===== config.mk =====
export PLATFORM = sky130hd
export DESIGN_NAME = rc5_key_sched
export DESIGN_NICKNAME = d
export VERILOG_FILES = /design/src/rtl/rc5_key_sched_pkg.sv /design/src/rtl/rc5_key_sched_rr_arb.sv /design/src/rtl/rc5_key_sched.sv
export SDC_FILE = /design/constraint.sdc
export NUM_CORES = 1
export LEC_CHECK = 0
export CORE_MARGIN = 2
export CORE_UTILIZATION = 30
export CTS_BUF_LIST = sky130_fd_sc_hd__clkbuf_16
export CTS_CLUSTER_SIZE = 20
export DETAILED_ROUTE_END_ITERATION = 10
export SLEW_MARGIN = 20
export SYNTH_ARGS = -nofsm -noshare
export SYNTH_HDL_FRONTEND = slang
export SYNTH_HIERARCHICAL = 1
export SYNTH_SLANG_ARGS = --single-unit

===== constraint.sdc =====
create_clock -name i_clk -period 4.37 [get_ports i_clk]
set_input_delay 0.6555 -clock i_clk [delete_from_list [all_inputs] [get_ports i_clk]]
set_output_delay 0.6555 -clock i_clk [all_outputs]
set_load 0.02 [all_outputs]

===== src/rtl/rc5_key_sched_pkg.sv =====
`default_nettype none
// ============================================================================
// rc5_key_sched_pkg : FSM state encoding and constants for the key scheduler
// Revision: 1.0
// ============================================================================
package rc5_key_sched_pkg;

  localparam int KEY_W         = 128;
  localparam int RC5_KEYEX_LAT = 78;

  typedef enum logic [2:0] {
    ST_IDLE = 3'd0,
    ST_LOAD = 3'd1,
    ST_WAIT = 3'd2,
    ST_ACK  = 3'd3,
    ST_ERR  = 3'd4
  } state_e;

  function automatic int id_width(input int n);
    return (n > 1) ? $clog2(n) : 1;
  endfunction

endpackage
`default_nettype wire


===== src/rtl/rc5_key_sched_rr_arb.sv =====
`default_nettype none
// ============================================================================
// rc5_key_sched_rr_arb : combinational round-robin picker, first request at
//                        or after the pointer, wrapping NREQ-1 -> 0
// Revision: 1.0
// ============================================================================
module rc5_key_sched_rr_arb #(
  parameter int NREQ = 2,
  parameter int ID_W = 1
) (
  input  logic [NREQ-1:0] req_i,
  input  logic [ID_W-1:0] ptr_i,
  output logic [ID_W-1:0] sel_o,
  output logic            any_o
);

  // Scan from the farthest offset down so the nearest request wins last.
  always_comb begin
    int idx;
    idx   = 0;
    sel_o = '0;
    any_o = 1'b0;
    for (int off = NREQ - 1; off >= 0; off--) begin
      idx = int'(ptr_i) + off;
      if (idx >= NREQ) idx = idx - NREQ;
      if (req_i[idx]) begin
        sel_o = ID_W'(idx);
        any_o = 1'b1;
      end
    end
  end

endmodule
`default_nettype wire


===== src/rtl/rc5_key_sched.sv =====
`default_nettype none
// ============================================================================
// rc5_key_sched : arbitrates channel key-load requests onto one rc5_keyex and
//                 tracks which channel/key currently owns the round-key schedule
// Revision: 1.0
// ============================================================================
module rc5_key_sched
  import rc5_key_sched_pkg::*;
#(
  parameter int NREQ    = 2,
  parameter int ID_W    = id_width(NREQ),
  parameter int TIMEOUT = 100
) (
  input  logic                  i_clk,
  input  logic                  i_rst_n,
  input  logic [NREQ-1:0]       i_req,
  input  logic [KEY_W*NREQ-1:0] i_key,
  input  logic                  i_flush,
  output logic [NREQ-1:0]       o_ack,
  output logic [KEY_W-1:0]      o_kx_key,
  output logic                  o_kx_key_en,
  input  logic                  i_kx_key_ok,
  output logic                  o_cur_valid,
  output logic [ID_W-1:0]       o_cur_id,
  output logic                  o_busy,
  output logic                  o_err
);

  localparam int WDOG_W = $clog2(TIMEOUT);

  state_e             state_q;
  logic [ID_W-1:0]    ptr_q, sel_q, cur_id_q;
  logic [KEY_W-1:0]   tag_q, kx_key_q;
  logic [NREQ-1:0]    ack_q;
  logic               kx_en_q, cur_valid_q, err_q;
  logic [WDOG_W-1:0]  wdog_q;

  logic [ID_W-1:0]    w_sel;
  logic               w_any, w_hit;
  logic [KEY_W-1:0]   w_sel_key;

  rc5_key_sched_rr_arb #(
    .NREQ (NREQ),
    .ID_W (ID_W)
  ) u_arb (
    .req_i (i_req),
    .ptr_i (ptr_q),
    .sel_o (w_sel),
    .any_o (w_any)
  );

  assign w_sel_key = i_key[int'(w_sel)*KEY_W +: KEY_W];
  assign w_hit     = cur_valid_q && (cur_id_q == w_sel) && (w_sel_key == tag_q);

  always_ff @(posedge i_clk) begin
    if (!i_rst_n) begin
      state_q     <= ST_IDLE;
      ptr_q       <= '0;
      sel_q       <= '0;
      cur_id_q    <= '0;
      tag_q       <= '0;
      kx_key_q    <= '0;
      ack_q       <= '0;
      kx_en_q     <= 1'b0;
      cur_valid_q <= 1'b0;
      err_q       <= 1'b0;
      wdog_q      <= '0;
    end else if (i_flush) begin
      // Pointer and last driven key survive; a pulsed expander just finishes.
      state_q     <= ST_IDLE;
      ack_q       <= '0;
      kx_en_q     <= 1'b0;
      cur_valid_q <= 1'b0;
      err_q       <= 1'b0;
    end else begin
      ack_q   <= '0;
      kx_en_q <= 1'b0;
      case (state_q)
        ST_IDLE: begin
          if (w_any) begin
            sel_q <= w_sel;
            if (w_hit) begin
              state_q <= ST_ACK;
              ack_q   <= NREQ'(1) << w_sel;
            end else begin
              state_q     <= ST_LOAD;
              kx_key_q    <= w_sel_key;
              kx_en_q     <= 1'b1;
              cur_valid_q <= 1'b0;
            end
          end
        end
        ST_LOAD: begin
          wdog_q  <= '0;
          state_q <= ST_WAIT;
        end
        ST_WAIT: begin
          if (i_kx_key_ok) begin
            tag_q       <= kx_key_q;
            cur_id_q    <= sel_q;
            cur_valid_q <= 1'b1;
            if (i_req[sel_q]) begin
              state_q <= ST_ACK;
              ack_q   <= NREQ'(1) << sel_q;
            end else begin
              state_q <= ST_IDLE;
            end
          end else if (wdog_q == WDOG_W'(TIMEOUT - 1)) begin
            state_q <= ST_ERR;
            err_q   <= 1'b1;
          end else begin
            wdog_q <= wdog_q + WDOG_W'(1);
          end
        end
        ST_ACK: begin
          ptr_q   <= (sel_q == ID_W'(NREQ - 1)) ? '0 : sel_q + ID_W'(1);
          state_q <= ST_IDLE;
        end
        ST_ERR:  state_q <= ST_IDLE;
        default: state_q <= ST_IDLE;
      endcase
    end
  end

  assign o_ack       = ack_q;
  assign o_kx_key    = kx_key_q;
  assign o_kx_key_en = kx_en_q;
  assign o_cur_valid = cur_valid_q;
  assign o_cur_id    = cur_id_q;
  assign o_busy      = (state_q != ST_IDLE);
  assign o_err       = err_q;

endmodule
`default_nettype wire

# Word level (Yosys, flattened, before mapping)
# Cells that the tools add are included.
# Widths: inputs -> output; s select.
# classes
shifts,3
n_bitwise,6
n_mux,34
add_sub_neg,5
eq_ne,12
n_reduce_logical,16
magnitude_cmp,5
# ops
op,count
$shiftx 256x9->128,1
$eq 128x128->1,1
$lt 32x3->1 const B,2
$mux 32,2
$ge 32x3->1 const B,1
$sub 32x3->32 const B,1
$mux 1,17
$mux 7,2
$pmux 7 s2,1
$mux 2,6
$reduce_and 4->1,3
$mux 3,3
$pmux 3 s3,1
$reduce_and 3->1,3
$ne 2x2->1 const B,4
$add 7x1->7 const B,1
$eq 7x7->1 const B,1
$eq 3x2->1 const B,2
$not 1->1,6
$pmux 2 s2,1
$reduce_and 2->1,2
$reduce_bool 2->1,2
$reduce_or 4->1,1
$shl 1x1->2 const A,2
14 further kinds,15
# word_totals
out_inout_bits,135
reg_bits,274
word_cells,92
in_bits,262

# Longest topological paths before layout
# Gate-level depths: netlist of run 1.
# logic_depth
depth_word,14
mapped_depth,16
ltp_nobuf,10

# Modules after synthesis
# Netlist of run 1, hierarchy kept.
# modules_own_cells
mod,area_per_inst_um2,seq_area_each_um2,instances,cells_each
rc5_key_sched,13295.3,5485.3,1,1447
rc5_key_sched_rr_arb,17.5,0.0,1,3

# Least setup slack after synthesis of run 1
# Ideal clock, no wire load.
# synth_timing
path_type,input port to flip-flop
from,input i_req[1]
to,register kx_key_q[118] (netlist: o_kx_key[118])
setup_time_ns,0.146
path_buffers,5
t_required_ns,4.224
arrival_time_ns,3.171
cell_stages,14
slack_ns,1.053
path_cell_list,a21boi_1 > buf_6 > buf_6 > buf_2 > mux2i_1 > o2bb2ai_1 > a221oi_1 > nand4_1 > nor4_2 > nand4_1 > clkbuf_1 > clkbuf_1 > a31oi_1 > a211oi_2
# synth_via
elab_chain_cells,10
elab_cells_between_ends,17
cone_classes,eq/ne (2); shift (1); mux (10); bitwise (1); reduce/logical (3)
# synth_rtl
element,line_no,rtl
"start, declared",rc5_key_sched.sv:16,"input logic [NREQ-1:0] i_req,"
$mux 1 (not written as such) (3 in a row),rc5_key_sched_rr_arb.sv:26,if (req_i[idx]) begin
$mux 1 (2 in a row),rc5_key_sched_rr_arb.sv:26,
$shiftx 256x9->128 or $eq 1x1->1 (tied branches),"rc5_key_sched.sv:52, rc5_key_sched.sv:53",
$eq 128x128->1 or $logic_and 1x1->1 (tied branches),rc5_key_sched.sv:53,assign w_hit = cur_valid_q && (cur_id_q == w_sel) && (w_sel_key == tag_q);
$logic_and 1x1->1,rc5_key_sched.sv:53,
$not 1->1 (no line),-,
$reduce_and 4->1 (no line),-,
"end signal, assigned",rc5_key_sched.sv:87,kx_key_q <= w_sel_key;
"end, declared",rc5_key_sched.sv:33,"logic [KEY_W-1:0] tag_q, kx_key_q;"
# Parallel ways exist; a longest one is shown, timed or not. The select of a mux whose other input is x is not followed.
# A chain may end at the register's enable or synchronous reset.

# Worst setup path in the final report of run 1
# layout_timing
from,input i_req[1]
to,register kx_key_q[34] (netlist: o_kx_key[34])
# layout_via
elab_chain_cells,10
elab_cells_between_ends,17
cone_classes,eq/ne (2); shift (1); mux (10); bitwise (1); reduce/logical (3)
# layout_rtl
element,line_no,rtl
$mux 1 (not written as such) (3 in a row),rc5_key_sched_rr_arb.sv:26,
$mux 1,rc5_key_sched_rr_arb.sv:26,
$mux 1 (*),rc5_key_sched_rr_arb.sv:26,
via w_sel,rc5_key_sched.sv:38,logic [ID_W-1:0] w_sel;
$shiftx 256x9->128 or $eq 1x1->1 (tied branches),"rc5_key_sched.sv:52, rc5_key_sched.sv:53",
$eq 128x128->1 or $logic_and 1x1->1 (tied branches),rc5_key_sched.sv:53,
$logic_and 1x1->1,rc5_key_sched.sv:53,
$not 1->1 (no line),-,
$reduce_and 4->1 (no line),-,
# The timed path passes the listed nets; every way through them passes the cells marked *. The select of a mux whose other input is x is not followed.

==> key figures, run 1 <==
Power and ir drop
  • Switching power: 1.93 mW
  • Comb pwr share: 22.9%
  • Leak: 6.43 nW
  • Clock share of power: 35.5%
  • Sw frac: 29.6%
  • Power Dens Cells: 337 mW/mm^2
  • Flop pwr share: 41.6%
  • Internal: 4.58 mW
  • Max IR drop VDD: 0.173 mV
  • Total chip power: 6.51 mW

CTS
  • H-tree levels: 1
  • Post_cts resized: 0
  • Max clock buf depth: 3
  • Cts hold-fix bufs: 0
  • Clk slew on worst S/H paths: 0.06 ns
  • Clock Latency Late Sink: 0.56 ns
  • CTS tree: yes
  • Clk sink count: 274
  • CTS Root Cell: clkbuf_16
  • CTS buffer count: 31
  • Setup bufs post-CTS: 0

Global routing
  • Global-route wire length before repair: 82.2 mm
  • Total gr overflow: 0
  • Largest net degree at the start of global routing: 130
  • Initial antenna violation count: 1
  • Vias in the first global route: 12600
  • All-Layer GR Usage: 23.1%

Flow run
  • Max_cap viols: 0

Yosys
  • Post-synth EDFFs: 0
  • Synth async-reset ratio: 0%
  • Syn Area/Cell: 9.18 um^2
  • Post-synthesis cell count: 1450
  • Sequential cell area fraction in the yosys report: 41.2%
  • #FFs+latches synth: 274
  • Ys flop type: dfxtp_1
  • Yosys warning total: 6
  • Synth cell types: 51
  • Synthesized Nets: 1713
  • Mapped Area: 0.0133 mm^2

Final layout
  • Layout Area Growth over Synthesis: 45.2%
  • Most frequent cells in the layout: 396 x clkdlybuf4s50_1, 278 x nand2_1, 274 x dfxtp_1
  • Final nets: 2117
  • Share of post-route cells with drive strength above 1: 15.1%
  • Most common cell after layout, fill and taps aside: clkdlybuf4s50_1
  • Fin cells: 2470

Timing
  • Final period utilization: 94.5%
  • Worst rel slew slack: 40.2%
  • Final Max Slew Viols: 0
  • RSZ-0062 raised after global routing: no
  • Fmax: 242 MHz
  • Final setup fails: 0
  • Clk_skew: 0.00922 ns
  • Minimum clock period: 4.13 ns
  • Hold Fails Final Rpt: 0
  • Measured slew at the worst slew-check pin: 0.885 ns

Drt
  • DRT iter0 DRCs: 1009
  • Post-route ant nets: 0
  • Pre-antenna DRT Iters: 5
  • DR vias/cell: 5.24
  • Vias: 13000
  • Remaining DRCs: 0
  • Final WL: 55.2 mm
  • Drt wl/cell: 22.4 um

Placed design
  • Post-Place Cells: 2413
  • GPL Wtd Cong: 0.894
  • Dpl hpwl: 40.6 mm
  • Port-buffer cells: 396

Critical path
  • Crit path arrival time: 4.60 ns
  • Reg2Reg Setup Slack: 0.49 ns
  • Worst Setup SP: i_req[1]
  • CP Class: in -> reg
  • Cells on worst reg2reg path: 14
  • Worst r2r src: ptr_q$_SDFFE_PN0P_
  • RR Endpoint: o_kx_key[34]$_SDFFE_PN0P_
  • CP required: 4.84 ns
  • Type of origin of the critical path: input pin
  • Worst setup path endpoint: o_kx_key[34]$_SDFFE_PN0P_
  • CP Capture Type: flop
  • CP Max Fanout: 57

Die
  • Die width: 215 um
  • Initial Utilization: 30.2%
  • Core area: 0.0440 mm^2
  • I/O pin cnt: 397
  • Die Area: 0.0461 mm^2
  • Chip height: 215 um
  • Number of cell rows: 77

Outcome
  • Status: completed

Hold path
  • Type of the worst min-delay path: reg -> reg
==> worst min-delay path by stage <==
stage	slack, ns	startpoint	cells past startpoint	endpoint
3_5_place_dp	0.46	tag_q[38]$_SDFFE_PN0P_	2	tag_q[38]$_SDFFE_PN0P_
5_1_grt	0.48	tag_q[86]$_SDFFE_PN0P_	2	tag_q[86]$_SDFFE_PN0P_
4_1_cts	0.47	tag_q[38]$_SDFFE_PN0P_	2	tag_q[38]$_SDFFE_PN0P_
3_3_place_gp	0.45	tag_q[38]$_SDFFE_PN0P_	2	tag_q[38]$_SDFFE_PN0P_
6_report	0.46	tag_q[38]$_SDFFE_PN0P_	2	tag_q[38]$_SDFFE_PN0P_
2_1_floorplan	0.44	tag_q[38]$_SDFFE_PN0P_	2	tag_q[38]$_SDFFE_PN0P_
==> Yosys cell counts, types with 4 or more instances <==
cell,n,share of area (%)
a211oi_1,17,0.96
a211oi_2,118,11
a21oi_1,138,5.2
a221oi_1,6,0.39
a22oi_1,6,0.34
a31oi_1,127,6.0
buf_2,4,0.15
buf_4,5,0.28
buf_6,21,1.8
clkbuf_1,99,2.8
dfxtp_1,274,41
inv_1,8,0.23
mux2i_1,121,9.1
mux2i_2,9,0.93
nand2_1,278,7.8
nand3_1,12,0.45
nand4_1,13,0.61
nor2_1,27,0.76
nor3_1,7,0.26
nor4_1,18,0.85
o211ai_1,4,0.23
o21ai_0,6,0.23
o22ai_1,11,0.52
o2bb2ai_1,6,0.39
xnor2_1,67,4.4
xor2_1,14,0.92
==> power by group through the flow <==
| stage | sequential [mW] | clock (mW) | combinational [mW] |
|---|---|---|---|
| 2_1_floorplan | 2.86 | 0 | 0.591 |
| 3_3_place_gp | 2.76 | 0 | 1.49 |
| 3_5_place_dp | 2.76 | 0 | 1.50 |
| 4_1_cts | 2.71 | 2.36 | 1.50 |
| 5_1_grt | 2.72 | 2.45 | 1.57 |
| 6_report | 2.71 | 2.31 | 1.49 |
==> layer usage <==
metal | vias to the layer above | GRT usage, % | wire length (um)
li1 | 6089 | - | -
met1 | 6258 | 30.4 | 23500
met2 | 539 | 38.7 | 26100
met3 | 66 | 4.88 | 4240
met4 | 0 | 5.58 | 1390
met5 | - | 0 | 0
==> sequential cells by signal, summed over array words and instances, names as in the netlist <==
| register | flops |
|---|---|
| o_kx_key | 128 |
| o_ack | 2 |
| wdog_q | 7 |
| o_cur_valid | 1 |
| o_cur_id | 1 |
| tag_q | 128 |
| sel_q | 1 |
| state_q | 3 |
| o_err | 1 |
| o_kx_key_en | 1 |
| ptr_q | 1 |
==> critical path, stage by stage <==
cell and delay [ns]:
clkdlybuf4s50_1 0.52, a21boi_4 0.30, buf_12 0.25, buf_4 0.22, buf_12 0.13, mux2i_1 0.32
xnor2_1 0.20, nor4_1 0.42, nand4_1 0.24, nor4_2 0.37, and4_1 0.28, nor3_2 0.09
buf_12 0.26, a211oi_2 0.26
==> cell type report <==
class / count / area [um^2]
multi-input combinational: 1037 / 7160
inverter: 9 / 43.8
clock buffer: 31 / 776
tap: 592 / 741
antenna: 1 / 2.50
fill: 4313 / 24700
sequential: 274 / 5490
clock inverter: 25 / 104
timing repair buffer: 501 / 5030
==> kinds of logic (layout without fill, tap and decap cells) <==
family | count (synthesis) | in the layout | synth area share (%)
mux | 132 | 132 | 10.2
compound gates | 454 | 454 | 26.3
xor+xnor | 81 | 81 | 5.33
other cells | 0 | 1 | 0
fa+ha+maj | 1 | 1 | 0.0940
flops | 274 | 274 | 41.2
simple gates | 369 | 369 | 11.6
buf+inv | 139 | 566 | 5.28
==> metrics by stage <==
step | setup TNS (ns) | instance area (um^2) | hold slack (ns) | setup WS, ns | util, %
floorplan | 0 | 13300 | 0.436 | 1.05 | -
global placement | -36.65 | 18400 | 0.447 | -0.330 | 41.9
detailed placement | -38.74 | 18400 | 0.457 | -0.335 | 41.9
CTS | 0 | 19300 | 0.466 | 0.225 | 43.9
global route | 0 | 19300 | 0.481 | 0.0848 | 43.9
finish | 0 | 19300 | 0.463 | 0.242 | 43.9
No activity file was read; power rests on OpenSTA's default activity.
==> run 2: changes to the inputs <==
--- a/config.mk
+++ b/config.mk
@@ -6,10 +6,11 @@
 export NUM_CORES = 1
 export LEC_CHECK = 0
 export CORE_MARGIN = 2
-export CORE_UTILIZATION = 30
+export CORE_UTILIZATION = 42
 export CTS_BUF_LIST = sky130_fd_sc_hd__clkbuf_16
 export CTS_CLUSTER_SIZE = 20
 export DETAILED_ROUTE_END_ITERATION = 10
+export PLACE_DENSITY_LB_ADDON = 0.15
 export SLEW_MARGIN = 20
 export SYNTH_ARGS = -nofsm -noshare
 export SYNTH_HDL_FRONTEND = slang
==> key figures, run 2 (synthesis results as in run 1) <==
Drt
  • Post-route ant nets: 0
  • DR vias/cell: 5.71
  • DRT iter0 DRCs: 1066
  • Remaining DRCs: 0
  • Vias: 13100
  • Pre-antenna DRT Iters: 5
  • Drt wl/cell: 22.0 um
  • Final WL: 50.2 mm

Timing
  • Measured slew at the worst slew-check pin: 0.914 ns
  • Final setup fails: 0
  • RSZ-0062 raised after global routing: no
  • Final Max Slew Viols: 0
  • Worst rel slew slack: 38.3%
  • Final period utilization: 94.0%
  • Hold Fails Final Rpt: 0
  • Minimum clock period: 4.11 ns
  • Final hold slack: 0.466 ns
  • Clk_skew: 0.0118 ns
  • Final WS setup: 0.262 ns
  • Fmax: 243 MHz

CTS
  • Clk slew on worst S/H paths: 0.06 ns
  • H-tree levels: 1
  • Setup bufs post-CTS: 0
  • Clk sink count: 274
  • Cts hold-fix bufs: 0
  • CTS Root Cell: clkbuf_16
  • Post_cts resized: 0
  • Max clock buf depth: 3
  • Clock Latency Late Sink: 0.55 ns
  • CTS tree: yes
  • CTS buffer count: 30

Critical path
  • CP Capture Type: flop
  • CP required: 4.79 ns
  • CP Max Fanout: 42
  • Crit path arrival time: 4.53 ns
  • Crit-path cells: clkdlybuf4s50_1 -> a21boi_4 -> buf_4 -> buf_4 -> buf_12 -> buf_4 -> mux2i_1 -> xnor2_1 -> nor4_1 -> nand4_1 -> nor4_2 -> nand4_1 -> buf_4 -> a31oi_1 -> a211oi_2
  • Max incr delay on CP: 0.52 ns
  • CP max stage cell: clkdlybuf4s50_1
  • CP Class: in -> reg
  • Type of origin of the critical path: input pin
  • CP most frequent cell: buf_4

Final layout
  • Fill cells: 2717
  • Final nets: 2128
  • Share of post-route cells with drive strength above 1: 15.6%
  • Fin cells: 2287
  • Register area: 0.00549 mm^2
  • Layout Area Growth over Synthesis: 43.7%
  • Most frequent cells in the layout: 396 x clkdlybuf4s50_1, 278 x nand2_1, 274 x dfxtp_1
  • Most common cell after layout, fill and taps aside: clkdlybuf4s50_1
  • Multi-input logic area: 0.00716 mm^2
  • Final instance area: 0.0191 mm^2

Die
  • Die width: 182 um
  • Initial Utilization: 42.4%
  • Core area: 0.0314 mm^2
  • Chip height: 182 um
  • Die Area: 0.0331 mm^2
  • I/O pin cnt: 397
  • Number of cell rows: 65

Placed design
  • Setup Slack @ Placement: -0.455 ns
  • Port-buffer cells: 396
  • GPL Wtd Cong: 0.927
  • Area after DPL: 0.0182 mm^2
  • Dpl hpwl: 36.8 mm
  • Post-Place Cells: 2235

Global routing
  • Global-route wire length before repair: 74.9 mm
  • All-Layer GR Usage: 29.1%
  • Total gr overflow: 0
  • Initial antenna violation count: 1
  • Vias in the first global route: 12700
  • Largest net degree at the start of global routing: 130

Outcome
  • Status: completed

Hold path
  • Type of the worst min-delay path: reg -> reg

Power and ir drop
  • Power Dens Cells: 344 mW/mm^2
  • Leak: 6.44 nW
  • Max IR drop VDD: 0.311 mV
  • Total chip power: 6.58 mW

Flow run
  • Max_cap viols: 0
-- run 2: cell types whose count changed in the layout (fill, tap and decap cells not counted), sizes merged --
cell,before,now
inv,19,13
bufinv,0,2
clkinvlp,0,2
buf,105,117
clkinv,15,12
-- run 2: where the power goes --
| group | total [mW] | switching (mW) | leakage [nW] | internal (mW) |
|---|---|---|---|---|
| Combinational | 1.48 | 0.763 | 3.74 | 0.715 |
| Sequential | 2.71 | 0.0971 | 2.24 | 2.61 |
| Clock | 2.40 | 1.02 | 0.458 | 1.38 |
| Total | 6.58 | 1.88 | 6.44 | 4.71 |
-- run 2: final cells by class --
| class | count | share of cell area [%] |
|---|---|---|
| Inverter | 9 | 0.229 |
| Timing Repair Buffer | 513 | 26.3 |
| Clock inverter | 20 | 0.726 |
| Tap cell | 402 | 2.63 |
| Multi-Input combinational cell | 1037 | 37.4 |
| Clock buffer | 31 | 4.05 |
| Antenna cell | 1 | 0.0131 |
| Sequential cell | 274 | 28.7 |
-- run 2: per-stage QoR --
stage	util (%)	TNS [ns]
3_5_place_dp	58.0	-52.34
5_1_grt	61.0	0
3_3_place_gp	58.0	-48.71
6_report	61.0	0
4_1_cts	60.9	0
2_1_floorplan	-	0
-- run 2: worst max-delay path, delay by kind of cell --
family                 cells  cell delay, ns
buffers and inverters      6            1.51
AND/OR/NAND/NOR            4            1.14
AO/OA/AOI/OAI              3            0.64
multiplexers               1            0.36
XOR/XNOR                   1            0.18
-- run 2: worst paths after layout --
| check | to | slack (ns) | start | cells past startpoint |
|---|---|---|---|---|
| worst max register to register | o_kx_key[114]$_SDFFE_PN0P_ | 0.52 | ptr_q$_SDFFE_PN0P_ | 15 |
| worst min register to register | tag_q[91]$_SDFFE_PN0P_ | 0.47 | tag_q[91]$_SDFFE_PN0P_ | 2 |
| worst max-delay path | o_kx_key[114]$_SDFFE_PN0P_ | 0.26 | i_req[1] | 15 |
| worst min-delay path | tag_q[91]$_SDFFE_PN0P_ | 0.47 | tag_q[91]$_SDFFE_PN0P_ | 2 |
-- run 2: metal layers --
metal	GRT usage, %	share of wire [%]	wire length (um)	vias up
met1	36.6	41	20400	6292
met3	6.68	8.4	4220	94
met2	48.3	47	23500	557
li1	-	-	-	6114
met5	0	0	0	-
met4	11.8	4.2	2080	0
